===== src/rtl/mfi_ctrl_pkg.sv =====
// Shared types for the MFI check sequencing controller.
package mfi_ctrl_pkg;

  localparam int unsigned MFI_CTRL_STATE_W = 2;

  typedef enum logic [MFI_CTRL_STATE_W-1:0] {
    HOLD   = 2'd0,
    WARMUP = 2'd1,
    ARMED  = 2'd2,
    DONE   = 2'd3
  } mfi_ctrl_state_e;

endpackage


===== src/rtl/mfi_check_ctrl_if.sv =====
// Retirement stream in, check strobe and status out, for the MFI check controller.
interface mfi_check_ctrl_if #(
  parameter int unsigned CNT_W = 8
);

  logic             mfi_valid;
  logic             mfi_trap;
  logic             mfi_halt;
  logic             mfi_intr;
  logic             check_en;
  logic             allow_intr;
  logic             check;
  logic             armed;
  logic             done;
  logic             timeout;
  logic [CNT_W-1:0] retire_count;

  // Harness / core side.
  modport master (
    output mfi_valid, mfi_trap, mfi_halt, mfi_intr, check_en, allow_intr,
    input  check, armed, done, timeout, retire_count
  );

  // Controller side.
  modport slave (
    input  mfi_valid, mfi_trap, mfi_halt, mfi_intr, check_en, allow_intr,
    output check, armed, done, timeout, retire_count
  );

endinterface


===== src/rtl/mfi_sat_counter.sv =====
// Saturating up-counter with synchronous clear and increment enable.
module mfi_sat_counter #(
  parameter int unsigned W = 8
) (
  input  logic         clock,
  input  logic         clear,
  input  logic         inc,
  output logic [W-1:0] count,
  output logic [W-1:0] count_inc_c
);

  localparam logic [W-1:0] MAX_VAL = '1;

  // Value the counter would take on an increment, pinned at all-ones.
  assign count_inc_c = (count == MAX_VAL) ? count : count + W'(1);

  always_ff @(posedge clock) begin
    if (clear) begin
      count <= '0;
    end else if (inc) begin
      count <= count_inc_c;
    end
  end

endmodule


===== src/rtl/mfi_check_ctrl.sv =====
// Picks the single retired instruction the formal checker compares against the spec model.
module mfi_check_ctrl
  import mfi_ctrl_pkg::*;
#(
  parameter int unsigned HOLD_CYCLES = 2,
  parameter int unsigned MIN_RETIRE  = 1,
  parameter int unsigned MAX_RETIRE  = 15,
  parameter int unsigned CNT_W       = 8
) (
  input  logic           clock,
  input  logic           reset,
  mfi_check_ctrl_if.slave bus
);

  localparam int unsigned       HOLD_W    = (HOLD_CYCLES > 2) ? $clog2(HOLD_CYCLES) : 1;
  localparam logic [HOLD_W-1:0] HOLD_LAST = HOLD_W'((HOLD_CYCLES == 0) ? 0 : HOLD_CYCLES - 1);
  localparam logic [CNT_W-1:0]  MIN_CNT   = CNT_W'(MIN_RETIRE);
  localparam logic [CNT_W-1:0]  MAX_CNT   = CNT_W'(MAX_RETIRE);

  mfi_ctrl_state_e   state;
  logic              armed_q;
  logic              done_q;
  logic              timeout_q;

  logic [HOLD_W-1:0] hold_cnt;
  logic [HOLD_W-1:0] hold_inc_unused;
  logic [CNT_W-1:0]  retire_cnt;
  logic [CNT_W-1:0]  retire_post_c;

  logic              check_c;
  logic              hold_done_c;
  logic              retire_inc_c;

  // Trap status only feeds the cover logic; it never gates the check.
  logic              trap_unused;
  assign trap_unused = bus.mfi_trap;

  assign check_c = !reset && (state == ARMED) && bus.mfi_valid && bus.check_en
                   && (bus.allow_intr || !bus.mfi_intr);

  assign hold_done_c  = (HOLD_CYCLES <= 1) || (hold_cnt == HOLD_LAST);
  assign retire_inc_c = bus.mfi_valid
                        && ((state == WARMUP) || ((state == ARMED) && !check_c));

  mfi_sat_counter #(.W(HOLD_W)) u_hold_cnt (
    .clock       (clock),
    .clear       (reset),
    .inc         (state == HOLD),
    .count       (hold_cnt),
    .count_inc_c (hold_inc_unused)
  );

  mfi_sat_counter #(.W(CNT_W)) u_retire_cnt (
    .clock       (clock),
    .clear       (reset),
    .inc         (retire_inc_c),
    .count       (retire_cnt),
    .count_inc_c (retire_post_c)
  );

  // Sequencer; a check beats halt/limit, and DONE only leaves through reset.
  always_ff @(posedge clock) begin
    if (reset) begin
      state     <= HOLD;
      armed_q   <= 1'b0;
      done_q    <= 1'b0;
      timeout_q <= 1'b0;
    end else begin
      case (state)
        HOLD: begin
          if (hold_done_c) begin
            state <= WARMUP;
          end
        end
        WARMUP: begin
          if (bus.mfi_valid && (retire_post_c >= MIN_CNT)) begin
            state   <= ARMED;
            armed_q <= 1'b1;
          end
        end
        ARMED: begin
          if (check_c) begin
            state     <= DONE;
            armed_q   <= 1'b0;
            done_q    <= 1'b1;
            timeout_q <= 1'b0;
          end else if (bus.mfi_valid && (bus.mfi_halt || (retire_post_c >= MAX_CNT))) begin
            state     <= DONE;
            armed_q   <= 1'b0;
            done_q    <= 1'b1;
            timeout_q <= 1'b1;
          end
        end
        DONE: begin
          state <= DONE;
        end
        default: begin
          state <= HOLD;
        end
      endcase
    end
  end

  assign bus.check        = check_c;
  assign bus.armed        = armed_q;
  assign bus.done         = done_q;
  assign bus.timeout      = timeout_q;
  assign bus.retire_count = retire_cnt;

endmodule

===== src/flat_wrapper.sv =====
// flat-port wrapper written by rule: the top's interface ports become plain ports
module mfi_check_ctrl_flat import mfi_ctrl_pkg::*;
#(
  parameter int unsigned HOLD_CYCLES = 2,
  parameter int unsigned MIN_RETIRE  = 1,
  parameter int unsigned MAX_RETIRE  = 15,
  parameter int unsigned CNT_W       = 8
)
  (clock, reset, bus_mfi_valid, bus_mfi_trap, bus_mfi_halt, bus_mfi_intr, bus_check_en, bus_allow_intr, bus_check, bus_armed, bus_done, bus_timeout, bus_retire_count);
  mfi_check_ctrl_if #(.CNT_W(CNT_W)) bus_i ();
  input  logic clock;
  input  logic reset;
  input wire logic [$bits(bus_i.mfi_valid)-1:0] bus_mfi_valid;
  input wire logic [$bits(bus_i.mfi_trap)-1:0] bus_mfi_trap;
  input wire logic [$bits(bus_i.mfi_halt)-1:0] bus_mfi_halt;
  input wire logic [$bits(bus_i.mfi_intr)-1:0] bus_mfi_intr;
  input wire logic [$bits(bus_i.check_en)-1:0] bus_check_en;
  input wire logic [$bits(bus_i.allow_intr)-1:0] bus_allow_intr;
  output wire logic [$bits(bus_i.check)-1:0] bus_check;
  output wire logic [$bits(bus_i.armed)-1:0] bus_armed;
  output wire logic [$bits(bus_i.done)-1:0] bus_done;
  output wire logic [$bits(bus_i.timeout)-1:0] bus_timeout;
  output wire logic [$bits(bus_i.retire_count)-1:0] bus_retire_count;
  assign bus_i.mfi_valid = bus_mfi_valid;
  assign bus_i.mfi_trap = bus_mfi_trap;
  assign bus_i.mfi_halt = bus_mfi_halt;
  assign bus_i.mfi_intr = bus_mfi_intr;
  assign bus_i.check_en = bus_check_en;
  assign bus_i.allow_intr = bus_allow_intr;
  assign bus_check = bus_i.check;
  assign bus_armed = bus_i.armed;
  assign bus_done = bus_i.done;
  assign bus_timeout = bus_i.timeout;
  assign bus_retire_count = bus_i.retire_count;
  mfi_check_ctrl #(.HOLD_CYCLES(HOLD_CYCLES), .MIN_RETIRE(MIN_RETIRE), .MAX_RETIRE(MAX_RETIRE), .CNT_W(CNT_W)) u_core (.clock(clock), .reset(reset), .bus(bus_i));
endmodule

===== config.mk =====
export PLATFORM = sky130hd
export DESIGN_NAME = mfi_check_ctrl_flat
export DESIGN_NICKNAME = d
export VERILOG_FILES = /design/src/rtl/mfi_ctrl_pkg.sv /design/src/rtl/mfi_check_ctrl_if.sv /design/src/rtl/mfi_sat_counter.sv /design/src/rtl/mfi_check_ctrl.sv /design/src/flat_wrapper.sv
export SDC_FILE = /design/constraint.sdc
export NUM_CORES = 1
export LEC_CHECK = 0
export ABC_AREA = 1
export CELL_PAD_IN_SITES_DETAIL_PLACEMENT = 2
export CELL_PAD_IN_SITES_GLOBAL_PLACEMENT = 2
export CORE_MARGIN = 2
export CORE_UTILIZATION = 28
export CTS_BUF_LIST = sky130_fd_sc_hd__clkbuf_16
export DETAILED_ROUTE_END_ITERATION = 7
export GPL_TIMING_DRIVEN = 1
export MAX_ROUTING_LAYER = met4
export PLACE_DENSITY_LB_ADDON = 0.1
export SLEW_MARGIN = 20
export SYNTH_ARGS = -nofsm -noshare
export SYNTH_HDL_FRONTEND = slang
export SYNTH_SLANG_ARGS = --single-unit

===== constraint.sdc =====
create_clock -name clock -period 3.6 [get_ports clock]
set_input_delay 0.72 -clock clock [delete_from_list [all_inputs] [get_ports clock]]
set_output_delay 0.72 -clock clock [all_outputs]
set_load 0.005 [all_outputs]

==> results of run 1 <==
placed cells by master (no fill, tap or decap), drive strengths merged:
cell           synthesis  final
o21a                   1      1
a21oi                 12     12
ha                     1      1
o21ai                 11     11
a211oi                 2      2
nor2                  25     25
clkbuf                 1      3
nand4                  1      1
clkdlybuf4s50          0     18
clkinv                 1      1
inv                   18     18
a31oi                  1      1
and3                   1      1
nand3                 13     13
buf                    1      1
nand2                 30     30
nor3                   1      1
dfxtp                 14     14
how the worst min path moves through the flow:
stage,from,cells past startpoint,slack [ns],end
after detailed placement,u_core.bus.done,1,0.47,u_core.bus.done
final,u_core.bus.timeout,2,0.47,u_core.bus.timeout
after CTS,u_core.bus.timeout,2,0.48,u_core.bus.timeout
after global placement,u_core.bus.done,1,0.45,u_core.bus.done
after global routing,u_core.bus.timeout,2,0.49,u_core.bus.timeout
after floorplan,u_core.u_hold_cnt.count,2,0.44,u_core.u_hold_cnt.count
layout make-up:
class	count	area (um^2)
Timing Repair Buffer	19	188
Inverter	19	71.3
Multi-Input combinational cell	99	522
Clock buffer	3	75.1
Fill cell	371	1840
Sequential cell	14	280
Tap cell	44	55.1
cells by family after synthesis:
logic type / Yosys count / synth area share [%]
buf+inv: 21 / 9.72
compound gates: 27 / 17.5
fa+ha+maj: 1 / 1.41
simple gates: 71 / 39.9
flops: 14 / 31.5
power by group through the flow:
| stage | Clock, mW | Sequential (mW) | Combinational [mW] |
|---|---|---|---|
| 3_3_place_gp | 0 | 0.256 | 0.318 |
| 4_1_cts | 0.209 | 0.257 | 0.342 |
| 2_1_floorplan | 0 | 0.247 | 0.211 |
| 5_1_grt | 0.217 | 0.265 | 0.380 |
| 3_5_place_dp | 0 | 0.259 | 0.332 |
| 6_report | 0.203 | 0.254 | 0.333 |
layer usage:
metal / vias up / share of wire [%] / GRT usage [%] / routed length, um
li1: 474 / - / - / -
met1: 448 / 46 / 22.7 / 1280
met2: 10 / 51 / 30.3 / 1400
met3: 2 / 2.1 / 4.55 / 57
met4: 0 / 0.55 / 3.81 / 15
met5: - / 0 / - / 0
worst reg2reg max path, cell delays in order, from the launching register on:
cell	delay, ns
dfxtp_1	0.48
ha_1	0.25
nand2_2	0.09
nor2_4	0.20
nand2_4	0.10
nand2_1	0.12
nand2_1	0.08
nor2_1	0.14
nand3_1	0.09
nand2_1	0.13
nor2_1	0.08
o21ai_1	0.13
nor2_1	0.05
metrics by stage:
step                      utilization, %  worst slack, ns  instances  total power [mW]
after floorplan                        -             1.80        134             0.459
after global placement              36.9            0.624        195             0.574
after detailed placement            36.9            0.571        195             0.591
after CTS                           39.3            0.571        198             0.808
after global routing                39.3            0.474        198             0.862
final                               39.3            0.602        198             0.790
state kept, by name, summed over array words and instances (netlist names):
register,flops
u_core.u_retire_cnt.count,8
u_core.bus.done,1
u_core.bus.timeout,1
u_core.state,2
u_core.bus.armed,1
u_core.u_hold_cnt.count,1
==> flow_summary.json, run 1 <==
{
  "outcome": "finished clean",
  "syn_nets": 143,
  "synth-edff-count": 0,
  "cp_max_fo": 5,
  "comb_power_share_pct": 42.1,
  "dp_hpwl_mm": 2.19,
  "critical_path_depth": 5,
  "crit_family": "buffers and inverters",
  "maxCapViolCount": 0,
  "die_height_um": 60.3,
  "synth_cell_types": 25,
  "syn-instance-count": 134,
  "drive_above_1_share_pct": 15.6,
  "vias": 934,
  "fin_setup_tns_ns": 0,
  "max_slew.worst_pin.slew_ns": 0.291,
  "gp_congestion": 0.774,
  "whs_ns": 0.468,
  "power.switching_uw": 302,
  "crit_path_frequent_cell": "clkdlybuf4s50_1",
  "period_share_pct": 83.3,
  "drtPass1Iterations": 3,
  "globalRouteTotalUtil_pct": 18.4,
  "crit_chain": "clkdlybuf4s50_1, inv_1, nand3_1, nor3_2, clkdlybuf4s50_1",
  "core_area_um2": 3030,
  "netlist.area_leader.share_pct": 31.5,
  "route.detailed.drc": 0,
  "endpoint_kind": "primary output",
  "p_per_area_nw_per_um2": 663,
  "rsz0062_at_grt": "no",
  "p_leak_nw": 0.502,
  "design_area_um2": 1190,
  "wl_per_cell_um": 13.9,
  "cts_max_level": 1,
  "ys.flop_type": "dfxtp_1",
  "reg2reg_to": "u_core.bus.armed",
  "synth-seq-cells": 14,
  "synth.area.top_cells": "dfxtp_1 32%, nand2_1 10%, nor2_1 8.9%, inv_1 6.8%, a21oi_1 5.1%",
  "hp-class": "register to register",
  "antenna_found_initial": 0,
  "worstSetupPathType": "primary input to primary output",
  "first_global_vias": 999,
  "cts.path.max_buffers": 2,
  "grt_max_degree": 13,
  "antenna_left": 0,
  "path_clk_slew_ns": 0.04,
  "synth_top_area_cell": "dfxtp_1",
  "reg2reg_slack_ns": 1.55,
  "crit_start": "reset",
  "synth.avg_cell_area_um2": 6.63,
  "async_reset_ff_share_pct": 0,
  "io_pins": 20,
  "postCtsSetupRepairBufs": 0,
  "initial_core_util_pct": 29.3,
  "cpPeakStageDelay_ns": 0.55,
  "relSlewSlack_pct": 80.6,
  "num_antenna_cells": 0,
  "area_growth_pct": 34.1,
  "critPathArrivalTime_ns": 2.28,
  "drv_slew": 0,
  "numCtsBuffers": 3,
  "startpoint_type": "primary input",
  "fin_worst_skew_ns": 0.00148,
  "grt_first_pass_wirelength_mm": 4.66,
  "placed_area_um2": 1120,
  "wirelength_mm": 2.75,
  "tritoncts": "done",
  "hold_buffers": 0,
  "ff2ff_path_depth": 12,
  "power_frac_seq_pct": 32.2,
  "r2r_start": "u_core.u_retire_cnt.count[1]",
  "cts_sinks": 14,
  "synth_common_cells": "24 x nand2_1, 21 x nor2_1, 16 x inv_1, 14 x dfxtp_1",
  "setup_viol": 0,
  "routed_via_density": 4.72,
  "fmax_ghz": 0.334,
  "p_sw_share_pct": 38.2,
  "required_ns": 2.88,
  "synth_warnings": 0,
  "die_area_um2": 3640,
  "p_clk_share_pct": 25.7,
  "first_iter_violations": 8,
  "insertion_delay_ns": 0.24,
  "p_int_uw": 488,
  "hold_violations": 0,
  "overflow": 0,
  "cp_num_buf_inv": 3,
  "io_buffer_count": 18,
  "fin_crit_ns": 3.00,
  "critical_path.endpoint": "bus_check",
  "nets": 165,
  "ctsRootBufferMaster": "clkbuf_16",
  "cts_resized": 0,
  "die_width_um": 60.3,
  "ir_drop_uv": 320,
  "num_rows": 20,
  "yosysSeqAreaShare_pct": 31.5,
  "netlist_area_um2": 888,
  "synth_most_common_cell": "nand2_1",
  "critical_path.slowest_cell": "clkdlybuf4s50_1"
}
Note: power is estimated with default switching activity, not from simulation.
==> run 2, diff against run 1 <==
--- a/config.mk
+++ b/config.mk
@@ -9,7 +9,7 @@
 export CELL_PAD_IN_SITES_DETAIL_PLACEMENT = 2
 export CELL_PAD_IN_SITES_GLOBAL_PLACEMENT = 2
 export CORE_MARGIN = 2
-export CORE_UTILIZATION = 28
+export CORE_UTILIZATION = 26
 export CTS_BUF_LIST = sky130_fd_sc_hd__clkbuf_16
 export DETAILED_ROUTE_END_ITERATION = 7
 export GPL_TIMING_DRIVEN = 1
==> constraint.sdc (replaced) <==
create_clock -name clock -period 2.8 [get_ports clock]
set_input_delay 0.56 -clock clock [delete_from_list [all_inputs] [get_ports clock]]
set_output_delay 0.56 -clock clock [all_outputs]
set_load 0.005 [all_outputs]
==> flow_summary.json, run 2 (synthesis gave the netlist of run 1 again) <==
{
  "first_iter_violations": 40,
  "crit_path_frequent_cell": "clkdlybuf4s50_1",
  "p_leak_nw": 0.514,
  "die_area_um2": 3900,
  "cpPeakStageDelay_ns": 0.56,
  "cts_resized": 0,
  "hold_buffers": 0,
  "fin_setup_tns_ns": 0,
  "ctsRootBufferMaster": "clkbuf_16",
  "critPathArrivalTime_ns": 1.95,
  "largest_register_ffs": 8,
  "drv_slew": 0,
  "routed_via_density": 4.69,
  "antenna_left": 0,
  "rsz0062_at_grt": "no",
  "relSlewSlack_pct": 81.7,
  "multi_input_area_um2": 522,
  "reg_top3": "u_core.u_retire_cnt.count: 8 flops, u_core.state: 2 flops",
  "final_cell_mix": "24 x nand2_1, 21 x nor2_1, 18 x clkdlybuf4s50_1",
  "final_util_pct": 36.6,
  "p_sw_share_pct": 37.7,
  "route.detailed.drc": 0,
  "p_int_uw": 630,
  "globalRouteTotalUtil_pct": 15.1,
  "cts.path.max_buffers": 2,
  "ir_drop_uv": 307,
  "p_per_area_nw_per_um2": 834,
  "num_antenna_cells": 0,
  "grt_max_degree": 13,
  "area_growth_pct": 36.5,
  "required_ns": 2.24,
  "power_frac_seq_pct": 32.0,
  "num_rows": 21,
  "cts_sinks": 14,
  "fin_worst_skew_ns": 0.00111,
  "vias": 953,
  "endpoint_kind": "primary output",
  "holdPathStages": 2,
  "gp_congestion": 0.754,
  "hp-class": "register to register",
  "io_buffer_count": 18,
  "worstSetupPathType": "primary input to primary output",
  "drtPass1Iterations": 4,
  "path_clk_slew_ns": 0.05,
  "fillers": 429,
  "postCtsSetupRepairBufs": 0,
  "p_clk_share_pct": 26.5,
  "antenna_found_initial": 0,
  "overflow": 0,
  "crit_chain": "clkdlybuf4s50_1, nand3_1, nor3_2, clkdlybuf4s50_1",
  "ff2ff_path_depth": 11,
  "layout_commonest_cell": "nand2_1",
  "tritoncts": "done",
  "period_share_pct": 89.5,
  "dp_hpwl_mm": 2.19,
  "setup_viol": 0,
  "numCtsBuffers": 3,
  "initial_core_util_pct": 26.8,
  "comb_power_share_pct": 41.5,
  "insertion_delay_ns": 0.24,
  "register_area_um2": 280,
  "die_width_um": 62.5,
  "core_area_um2": 3310,
  "cts_max_level": 1,
  "outcome": "finished clean",
  "max_slew.worst_pin.slew_ns": 0.274,
  "maxCapViolCount": 0,
  "critical_path.slowest_cell": "clkdlybuf4s50_1",
  "nets": 167,
  "cp_max_fo": 5,
  "wl_per_cell_um": 12.8,
  "drive_above_1_share_pct": 16.6,
  "wirelength_mm": 2.60,
  "first_global_vias": 1000,
  "startpoint_type": "primary input",
  "grt_first_pass_wirelength_mm": 4.62,
  "fin_crit_ns": 2.51,
  "io_pins": 20,
  "fmax_ghz": 0.399,
  "max_flop_register": "u_core.u_retire_cnt.count",
  "hold_violations": 0,
  "die_height_um": 62.5,
  "power.switching_uw": 381
}
## run 2: cell types whose count changed in the layout (fill, tap and decap cells not counted)
cell,delta
buf_4,+2
clkinv_1,+1
## run 2: final timing paths
kind / from / to / slack, ns
worst max-delay path: bus_mfi_valid / bus_check / 0.29
worst min-delay path: u_core.bus.timeout / u_core.bus.timeout / 0.46
worst max register to register: u_core.u_retire_cnt.count[1] / u_core.state[1] / 0.85
worst min register to register: u_core.bus.timeout / u_core.bus.timeout / 0.46
## run 2: power by group through the flow
| stage | sequential [mW] | clock (mW) | combinational (mW) |
|---|---|---|---|
| CTS | 0.325 | 0.275 | 0.432 |
| finish | 0.324 | 0.267 | 0.420 |
| floorplan | 0.318 | 0 | 0.272 |
| global route | 0.337 | 0.287 | 0.489 |
| global placement | 0.326 | 0 | 0.411 |
| detailed placement | 0.329 | 0 | 0.429 |
## run 2: per-layer routing
layer / share of wire (%) / global-route usage [%] / up-vias
li1: - / - / 478
met1: 44 / 18.3 / 458
met2: 52 / 26.6 / 15
met3: 2.7 / 1.62 / 2
met4: 0.88 / 4.17 / 0
met5: 0 / - / -
## run 2: area by class of cell
cell class                      instances  share of cell area [%]
Tap cell                               46                    4.75
Clock inverter                          1                   0.310
Inverter                               19                    5.88
Sequential cell                        14                    23.1
Multi-Input combinational cell         99                    43.0
Timing Repair Buffer                   21                    16.7
Clock buffer                            3                    6.19
## run 2: per-stage QoR
stage	std cells	power, mW	hold slack, ns	instance area, um^2	setup slack (ns)
3_3_place_gp	199	0.737	0.447	1130	0.298
3_5_place_dp	199	0.758	0.456	1130	0.278
4_1_cts	203	1.03	0.471	1210	0.274
2_1_floorplan	134	0.590	0.441	888	1.12
6_report	203	1.01	0.465	1210	0.293
5_1_grt	203	1.11	0.486	1210	0.183
## run 2: worst max-delay path: cells and delay by family
family,cells,cell delay [ns]
buffers and inverters,2,1.09
and+or+nand+nor,2,0.29
==> run 3, diff against run 2 <==
--- a/config.mk
+++ b/config.mk
@@ -8,7 +8,6 @@
 export ABC_AREA = 1
 export CELL_PAD_IN_SITES_DETAIL_PLACEMENT = 2
 export CELL_PAD_IN_SITES_GLOBAL_PLACEMENT = 2
-export CORE_MARGIN = 2
 export CORE_UTILIZATION = 26
 export CTS_BUF_LIST = sky130_fd_sc_hd__clkbuf_16
 export DETAILED_ROUTE_END_ITERATION = 7
==> flow_summary.json, run 3 (synthesis gave the netlist of run 1 again) <==
{
  "route.detailed.drc": 0,
  "routed_via_density": 4.79,
  "die_width_um": 60.5,
  "hp-class": "register to register",
  "die_height_um": 60.5,
  "largest_register_ffs": 8,
  "ctsRootBufferMaster": "clkbuf_16",
  "dp.cells": 197,
  "p_per_area_nw_per_um2": 853,
  "hold_violations": 0,
  "drive_above_1_share_pct": 16.6,
  "cp_max_fo": 5,
  "p_leak_nw": 0.514,
  "io_buffer_count": 18,
  "numCtsBuffers": 3,
  "final_cell_mix": "24 x nand2_1, 21 x nor2_1, 18 x clkdlybuf4s50_1",
  "vias": 962,
  "setup_viol": 0,
  "insertion_delay_ns": 0.24,
  "num_rows": 20,
  "initial_core_util_pct": 28.2,
  "postCtsSetupRepairBufs": 0,
  "hold_buffers": 0,
  "io_pins": 20,
  "dp_hpwl_mm": 2.29,
  "crit_start": "bus_mfi_valid",
  "worstSetupPathType": "primary input to primary output",
  "area_growth_pct": 36.2,
  "grt_max_degree": 13,
  "cts_sinks": 14,
  "core_area_um2": 3150,
  "tritoncts": "done",
  "cts_resized": 0,
  "grt_first_pass_wirelength_mm": 4.86,
  "reg_top3": "u_core.u_retire_cnt.count: 8 flops, u_core.state: 2 flops",
  "cts.path.max_buffers": 2,
  "endpoint_kind": "primary output",
  "antenna_found_initial": 0,
  "fmax_ghz": 0.389,
  "cts_max_level": 1,
  "wirelength_mm": 2.78,
  "relSlewSlack_pct": 79.7,
  "nets": 167,
  "r2r_start": "u_core.u_retire_cnt.count[1]",
  "max_flop_register": "u_core.u_retire_cnt.count",
  "num_antenna_cells": 0,
  "rsz0062_at_grt": "no",
  "required_ns": 2.24,
  "wl_per_cell_um": 13.8,
  "overflow": 0,
  "ff2ff_path_depth": 12,
  "ir_drop_uv": 408,
  "first_global_vias": 1057,
  "antenna_left": 0,
  "first_iter_violations": 13,
  "die_area_um2": 3650,
  "fin_crit_ns": 2.57,
  "startpoint_type": "primary input",
  "holdPathStages": 2,
  "finalNonFillerCells": 201,
  "max_slew.worst_pin.slew_ns": 0.304,
  "path_clk_slew_ns": 0.05,
  "fillers": 383,
  "min_to": "u_core.bus.timeout",
  "maxCapViolCount": 0,
  "layout_commonest_cell": "nand2_1",
  "gp_congestion": 0.824,
  "fin_setup_tns_ns": 0,
  "min_from": "u_core.bus.timeout",
  "reg2reg_slack_ns": 0.76,
  "fin_worst_skew_ns": 0.000817,
  "period_share_pct": 91.7,
  "outcome": "finished clean",
  "drv_slew": 0,
  "drtPass1Iterations": 4,
  "reg2reg_to": "u_core.bus.armed",
  "whs_ns": 0.469,
  "critPathArrivalTime_ns": 2.01,
  "globalRouteTotalUtil_pct": 18.9
}
==> run 3: cell counts in the layout (fill, tap and decap cells not counted) <==
Identical to the previous run, type by type.
==> run 3: area by class of cell <==
type                            instances  area, um^2  area share (%)
Inverter                               19        71.3            5.89
Multi-Input combinational cell         99         522            43.1
Timing Repair Buffer                   21         203            16.8
Clock buffer                            3        75.1            6.20
Sequential cell                        14         280            23.2
Tap cell                               44        55.1            4.55
Clock inverter                          1        3.75           0.310
==> run 3: worst max-delay path by stage <==
stage | endpoint | cells past startpoint
after floorplan | u_core.bus.done | 12
after global placement | bus_check | 4
after detailed placement | bus_check | 4
after CTS | bus_check | 4
after global routing | bus_check | 4
final | bus_check | 4
==> run 3: per-layer routing <==
layer	track usage (%)	vias to the layer above	wire length, um
met5	-	-	0
met4	3.90	0	12
met3	5.12	2	71
met2	32.0	11	1390
met1	22.4	468	1310
li1	-	481	-
==> run 3: through the flow <==
step                power, mW  utilization [%]  setup WS (ns)  instance area, um^2
floorplan               0.590                -           1.12                  888
global placement        0.741             35.9          0.294                 1130
detailed placement      0.767             35.9          0.230                 1130
CTS                      1.05             38.4          0.241                 1210
global route             1.12             38.4          0.174                 1210
finish                   1.03             38.4          0.232                 1210
==> run 3: worst max-delay path, cell delays in order <==
cell and delay (ns):
clkdlybuf4s50_1 0.56, nand3_1 0.13, nor3_2 0.22, clkdlybuf4s50_1 0.54
==> run 3: power breakdown <==
group	internal, mW	switching, mW	total [mW]	leakage, nW
clock	0.189	0.0841	0.273	0.0385
sequential	0.258	0.0707	0.328	0.115
combinational	0.185	0.246	0.431	0.360
total	0.631	0.401	1.03	0.514
